File: src/rtl/vote_tally_if.sv
// vote_tally_if: ballot/vote handshake and readback bundle for vote_tally_counter.
// _i/_o suffixes are named from the tally counter's point of view.
interface vote_tally_if #(
    parameter int NUM_CAND = 4,
    parameter int SEL_W    = 2,
    parameter int CNT_W    = 8,
    parameter int TOT_W    = CNT_W + SEL_W
);
    logic                clear_i;
    logic                ballot_en_i;
    logic                vote_valid_i;
    logic [SEL_W-1:0]    vote_sel_i;
    logic                vote_ack_o;
    logic                vote_err_o;
    logic                armed_o;
    logic [SEL_W-1:0]    rd_sel_i;
    logic [CNT_W-1:0]    rd_count_o;
    logic [TOT_W-1:0]    total_o;
    logic [NUM_CAND-1:0] sat_o;

    modport master (
        output clear_i, ballot_en_i, vote_valid_i, vote_sel_i, rd_sel_i,
        input  vote_ack_o, vote_err_o, armed_o, rd_count_o, total_o, sat_o
    );

    modport slave (
        input  clear_i, ballot_en_i, vote_valid_i, vote_sel_i, rd_sel_i,
        output vote_ack_o, vote_err_o, armed_o, rd_count_o, total_o, sat_o
    );
endinterface

File: src/rtl/vote_tally_counter.sv
// vote_tally_counter: per-candidate saturating vote tallies with a one-vote-per-ballot FSM.
// Every output is a register, so the lamps and readback never glitch.
module vote_tally_counter #(
    parameter int NUM_CAND = 4,
    parameter int SEL_W    = 2,
    parameter int CNT_W    = 8,
    parameter int TOT_W    = CNT_W + SEL_W
) (
    input logic         clk,
    input logic         reset,
    vote_tally_if.slave bus
);
    typedef enum logic [1:0] {IDLE, ARMED, CAST, WAIT_REL} state_t;

    state_t              state_q, state_d;
    logic [CNT_W-1:0]    count_q [NUM_CAND];
    logic [CNT_W-1:0]    count_d [NUM_CAND];
    logic [TOT_W-1:0]    total_q, total_d;
    logic [NUM_CAND-1:0] sat_q, sat_d;
    logic [CNT_W-1:0]    rd_count_q;
    logic                ack_q, err_q, err_d, armed_q;
    logic                sel_ok, rd_ok;

    assign sel_ok = 32'(bus.vote_sel_i) < NUM_CAND;
    assign rd_ok  = 32'(bus.rd_sel_i) < NUM_CAND;

    always_comb begin
        state_d = state_q;
        count_d = count_q;
        total_d = total_q;
        sat_d   = sat_q;
        err_d   = 1'b0;
        case (state_q)
            IDLE: begin
                if (bus.clear_i) begin
                    count_d = '{default: '0};
                    total_d = '0;
                    sat_d   = '0;
                end
                if (bus.ballot_en_i) state_d = ARMED;
            end
            ARMED: begin
                if (bus.vote_valid_i && sel_ok) begin
                    state_d = CAST;
                    // A saturated channel still acknowledges but leaves the total untouched.
                    if (&count_q[bus.vote_sel_i]) begin
                        sat_d[bus.vote_sel_i] = 1'b1;
                    end else begin
                        count_d[bus.vote_sel_i] = count_q[bus.vote_sel_i] + CNT_W'(1);
                        total_d = total_q + TOT_W'(1);
                    end
                end else if (bus.vote_valid_i) begin
                    err_d = 1'b1;
                end else if (!bus.ballot_en_i) begin
                    state_d = IDLE;
                end
            end
            CAST:     state_d = WAIT_REL;
            WAIT_REL: if (!bus.ballot_en_i) state_d = IDLE;
            default:  state_d = IDLE;
        endcase
    end

    always_ff @(posedge clk or posedge reset) begin
        if (reset) begin
            state_q    <= IDLE;
            count_q    <= '{default: '0};
            total_q    <= '0;
            sat_q      <= '0;
            rd_count_q <= '0;
            ack_q      <= 1'b0;
            err_q      <= 1'b0;
            armed_q    <= 1'b0;
        end else begin
            state_q    <= state_d;
            count_q    <= count_d;
            total_q    <= total_d;
            sat_q      <= sat_d;
            rd_count_q <= rd_ok ? count_q[bus.rd_sel_i] : '0;
            ack_q      <= state_d == CAST;
            err_q      <= err_d;
            armed_q    <= state_d == ARMED;
        end
    end

    assign bus.vote_ack_o = ack_q;
    assign bus.vote_err_o = err_q;
    assign bus.armed_o    = armed_q;
    assign bus.rd_count_o = rd_count_q;
    assign bus.total_o    = total_q;
    assign bus.sat_o      = sat_q;
endmodule

File: src/flat_wrapper.sv
// flat-port wrapper written by rule: the top's interface ports become plain ports
module vote_tally_counter_flat 
#(
    parameter int NUM_CAND = 4,
    parameter int SEL_W    = 2,
    parameter int CNT_W    = 8,
    parameter int TOT_W    = CNT_W + SEL_W
)
  (clk, reset, bus_clear_i, bus_ballot_en_i, bus_vote_valid_i, bus_vote_sel_i, bus_rd_sel_i, bus_vote_ack_o, bus_vote_err_o, bus_armed_o, bus_rd_count_o, bus_total_o, bus_sat_o);
  vote_tally_if #(.NUM_CAND(NUM_CAND), .SEL_W(SEL_W), .CNT_W(CNT_W), .TOT_W(TOT_W)) bus_i ();
  input logic clk;
  input logic reset;
  input wire logic [$bits(bus_i.clear_i)-1:0] bus_clear_i;
  input wire logic [$bits(bus_i.ballot_en_i)-1:0] bus_ballot_en_i;
  input wire logic [$bits(bus_i.vote_valid_i)-1:0] bus_vote_valid_i;
  input wire logic [$bits(bus_i.vote_sel_i)-1:0] bus_vote_sel_i;
  input wire logic [$bits(bus_i.rd_sel_i)-1:0] bus_rd_sel_i;
  output wire logic [$bits(bus_i.vote_ack_o)-1:0] bus_vote_ack_o;
  output wire logic [$bits(bus_i.vote_err_o)-1:0] bus_vote_err_o;
  output wire logic [$bits(bus_i.armed_o)-1:0] bus_armed_o;
  output wire logic [$bits(bus_i.rd_count_o)-1:0] bus_rd_count_o;
  output wire logic [$bits(bus_i.total_o)-1:0] bus_total_o;
  output wire logic [$bits(bus_i.sat_o)-1:0] bus_sat_o;
  assign bus_i.clear_i = bus_clear_i;
  assign bus_i.ballot_en_i = bus_ballot_en_i;
  assign bus_i.vote_valid_i = bus_vote_valid_i;
  assign bus_i.vote_sel_i = bus_vote_sel_i;
  assign bus_i.rd_sel_i = bus_rd_sel_i;
  assign bus_vote_ack_o = bus_i.vote_ack_o;
  assign bus_vote_err_o = bus_i.vote_err_o;
  assign bus_armed_o = bus_i.armed_o;
  assign bus_rd_count_o = bus_i.rd_count_o;
  assign bus_total_o = bus_i.total_o;
  assign bus_sat_o = bus_i.sat_o;
  vote_tally_counter #(.NUM_CAND(NUM_CAND), .SEL_W(SEL_W), .CNT_W(CNT_W), .TOT_W(TOT_W)) u_core (.clk(clk), .reset(reset), .bus(bus_i));
endmodule
File: config.mk
export PLATFORM = sky130hd
export DESIGN_NAME = vote_tally_counter_flat
export DESIGN_NICKNAME = d
export VERILOG_FILES = /design/src/rtl/vote_tally_if.sv /design/src/rtl/vote_tally_counter.sv /design/src/flat_wrapper.sv
export SDC_FILE = /design/constraint.sdc
export NUM_CORES = 1
export LEC_CHECK = 0
export ABC_AREA = 1
export BUFFER_PORTS_ARGS = -buffer_cell sky130_fd_sc_hd__buf_2
export CORE_ASPECT_RATIO = 0.5
export CORE_MARGIN = 4
export CORE_UTILIZATION = 52
export CTS_CLUSTER_DIAMETER = 200
export DETAILED_ROUTE_END_ITERATION = 8
export GPL_TIMING_DRIVEN = 0
export PLACE_DENSITY = 0.73
export SYNTH_ARGS = -nofsm -noshare
export SYNTH_HDL_FRONTEND = slang
export SYNTH_SLANG_ARGS = --single-unit
export TNS_END_PERCENT = 10
File: constraint.sdc
create_clock -name clk -period 1.6 [get_ports clk]
set_clock_uncertainty 0.1 [all_clocks]
set_input_delay 0 -clock clk [delete_from_list [all_inputs] [get_ports clk]]
set_output_delay 0 -clock clk [all_outputs]
set_load 0.05 [all_outputs]
==> impl_metrics.ini <==
[setup_path]
cp-start-kind = flip-flop
crit_buf_inv = 1
worstPathArrival_ps = 2030
critPathCaptureType = flip-flop
cp_common_cell = nand2_1
worst-path-stages = 12
max_stage_delay_ps = 370
rr_worst_depth = 12
slowest_stage = dfrtp_1
worstPathRequired_ps = 1760
cp_top_family = simple AND/OR/NAND/NOR gates
cp_max_fo = 5
path_cells = nand2_1 > nand2_1 > nand2_2 > nand3_4 > ha_4 > nand2_4 > nor2_4 > nand3_4 > nand2_4 > buf_6 > nand2_1 > o21ai_1
crit_type = reg2reg

[detailed_routing]
dr.pass1.iters = 5
wl_met2_um = 3800
post_drt_wl_per_cell_um = 16.0
drc = 0
drtIter0Drc = 257
highest_layer = met4
wl_met1_um = 3550
routed_wl_um = 8360
num_vias = 2903
antenna_left = 0
wl_met3_um = 777
viasPerCell = 5.54

[sta]
fin_crit_sh_pct = 117
setup_viol = 46
tightest_slew_ps = 649
slew_headroom_pct = 56.7
hold_viol = 0
worst_slack_ps = -270
fmax_ghz = 0.535
min_period_ps = 1870
slew_viol_final = 0
rsz0062_at_grt = true

[synthesis]
syn_area_per_cell_um2 = 7.77
ys_warn_count = 0
syn_area_um2 = 3020
synth_area_leaders = dfrtp_1 (48%), nand2_1 (18%), o21ai_0 (6.6%)
yosysTopAreaCell = dfrtp_1
ys_ff_latch = 58
seq_area_frac_synth_pct = 48.1
syn_inst = 388
yosysTopAreaCellShare_pct = 48.1
synth.distinct_cells = 28
syn_nets = 399

[floorplan]
die_h_um = 61.9
rows = 19
core_um2 = 5540
die_area_um2 = 7160
initial_core_util_pct = 54.5
die_w_um = 116
io_pins = 34

[power]
pwr-share-seq_pct = 32.3
p_sw_share_pct = 37.3
leakage_nw = 1.86
p_per_area_nw_per_um2 = 1430
internal-power_mw = 3.51
power_frac_comb_pct = 31.9
total_power_mw = 5.59
p_sw_mw = 2.08
clkPwrFrac_pct = 35.8
ir_worst_vdd_v = 0.00121

[grt]
grt.total_usage_pct = 25.4
grt_pass1_vias = 2633
grt_max_degree = 31
grt_overflow = 0
grt_pass1_wl_um = 13200
antenna_found_initial = 0

[status]
outcome = complete, but fails checks
violations = setup timing

[final_layout]
drive_above_1_share_pct = 24.4
nets = 457
areaGrowthSynthToFinish_pct = 29.6
final_cells = 524
antenna_cells = 0

[clock_network]
numCtsBuffers = 9
clock_sinks = 58
cts.root.buffer_cell = clkbuf_16
clk_latency_ps = 330
h-tree-depth = 3
cts_tree = done
cts.clk_slew.worst_paths_ps = 50
cts_max_path_buffers = 2

[placed_design]
gp_congestion = 0.904
hpwlAfterDp_um = 5200
placedCellCount = 494
io_buffer_count = 32

[flow_run]
timing.max_cap.violations = 0

[min_path]
whs_path_depth = 3
min_path_type = in2reg
-- tightest hold or removal path, delay by kind of cell --
family,cells,cell delay [ps]
AO/OA/AOI/OAI,2,240
buffers and inverters,1,160
-- final timing paths --
path	start	to	slack (ps)
max	u_core.count_q[24]$_DFFE_PP0P_	u_core.bus.total_o[5]$_DFFE_PP0P_	-270
max reg2reg	u_core.count_q[24]$_DFFE_PP0P_	u_core.bus.total_o[5]$_DFFE_PP0P_	-270
min in group asynchronous	reset	u_core.bus.total_o[2]$_DFFE_PP0P_	200
min reg2reg	u_core.count_q[18]$_DFFE_PP0P_	u_core.count_q[18]$_DFFE_PP0P_	410
min	bus_rd_sel_i[0]	u_core.bus.rd_count_o[1]$_DFF_PP0_	20
max in group asynchronous	reset	u_core.count_q[14]$_DFFE_PP0P_	590
-- Yosys cell counts (all sizes together) --
cell    count
nand2     151
o21ai      68
dfrtp      58
nor2       34
inv        24
nand3      15
o22ai       8
buf         7
nand4       5
clkbuf      4
xor2        4
o21bai      3
ha          2
clkinv      1
conb        1
nand3b      1
or2         1
xnor2       1
-- what timing repair did --
action                                 4_1_cts  5_1_grt
endpoints found under the hold margin       40        0
setup endpoints to repair                   46       46
cloned                                       1        0
resized for setup                           29        7
hold buffers                                 5        0
buffers inserted                             5        3
pin swaps                                   13       16
-- power groups by stage --
stage	clock network [mW]	registers [mW]	logic (mW)
finish	2.00	1.81	1.78
global route	2.08	1.82	1.89
CTS	2.03	1.80	1.72
detailed placement	0	1.82	1.51
global placement	0	1.81	1.47
floorplan	0	2.18	0.739
-- flip-flops by register name, indices dropped and copies added, names as in the netlist --
register and count:
u_core.bus.sat_o 4, u_core.bus.rd_count_o 8, u_core.state_q 2, u_core.count_q 32, u_core.bus.armed_o 1, u_core.bus.vote_ack_o 1, u_core.bus.total_o 10
-- cells in the final DEF, fill, tap and decap left out, drive strengths merged, types with 3 or more instances in the layout --
cell	count
xor2	4
o21ai	68
buf	49
nand4	5
clkbuf	19
dfrtp	58
o21bai	3
nand3	15
nand2	151
dlygate4sd3	5
nor2	34
inv	24
o22ai	8
-- per-stage QoR --
| step | cell area, um2 | hold WS, ps | worst slack (ps) | TNS, ps | utilization (%) |
|---|---|---|---|---|---|
| after detailed placement | 3360 | 36.2 | -646 | -23790 | 60.6 |
| after CTS | 3870 | 5.75 | -195 | -6870 | 69.8 |
| after floorplan | 3080 | 58.2 | -95.0 | -633 | - |
| final | 3910 | 17.7 | -270 | -9600 | 70.6 |
| after global placement | 3340 | 158 | -787 | -58260 | 60.2 |
| after global routing | 3910 | 51.6 | -374 | -13920 | 70.6 |
-- cell type report --
class	count	area, um2
fillers	406	1630
multi-input cells	294	1580
flip-flops and latches	58	1450
repair buffers	47	302
clock buffers	15	288
inverters	25	93.8
well taps	73	91.3
plain buffers	11	70.1
clock inverters	1	30.0
-- routing by layer --
metal  GRT usage, %  vias up
li1               -     1379
met1           31.7     1369
met2           40.4      133
met3           7.74       22
met4           14.4        0
met5              0        -
-- cells by family (layout without fill, tap and decap cells) --
kind of cell / Yosys count / count (layout) / share of synthesized area [%]
flip-flops: 58 / 58 / 48.1
adder cells (fa/ha/maj): 2 / 2 / 0.829
other: 1 / 1 / 0.124
AND/OR/NAND/NOR: 207 / 207 / 30.5
buffers and inverters: 36 / 99 / 5.31
AO/OA/AOI/OAI: 79 / 79 / 13.7
XOR/XNOR: 5 / 5 / 1.45
Power figures use the tool's default switching activity.
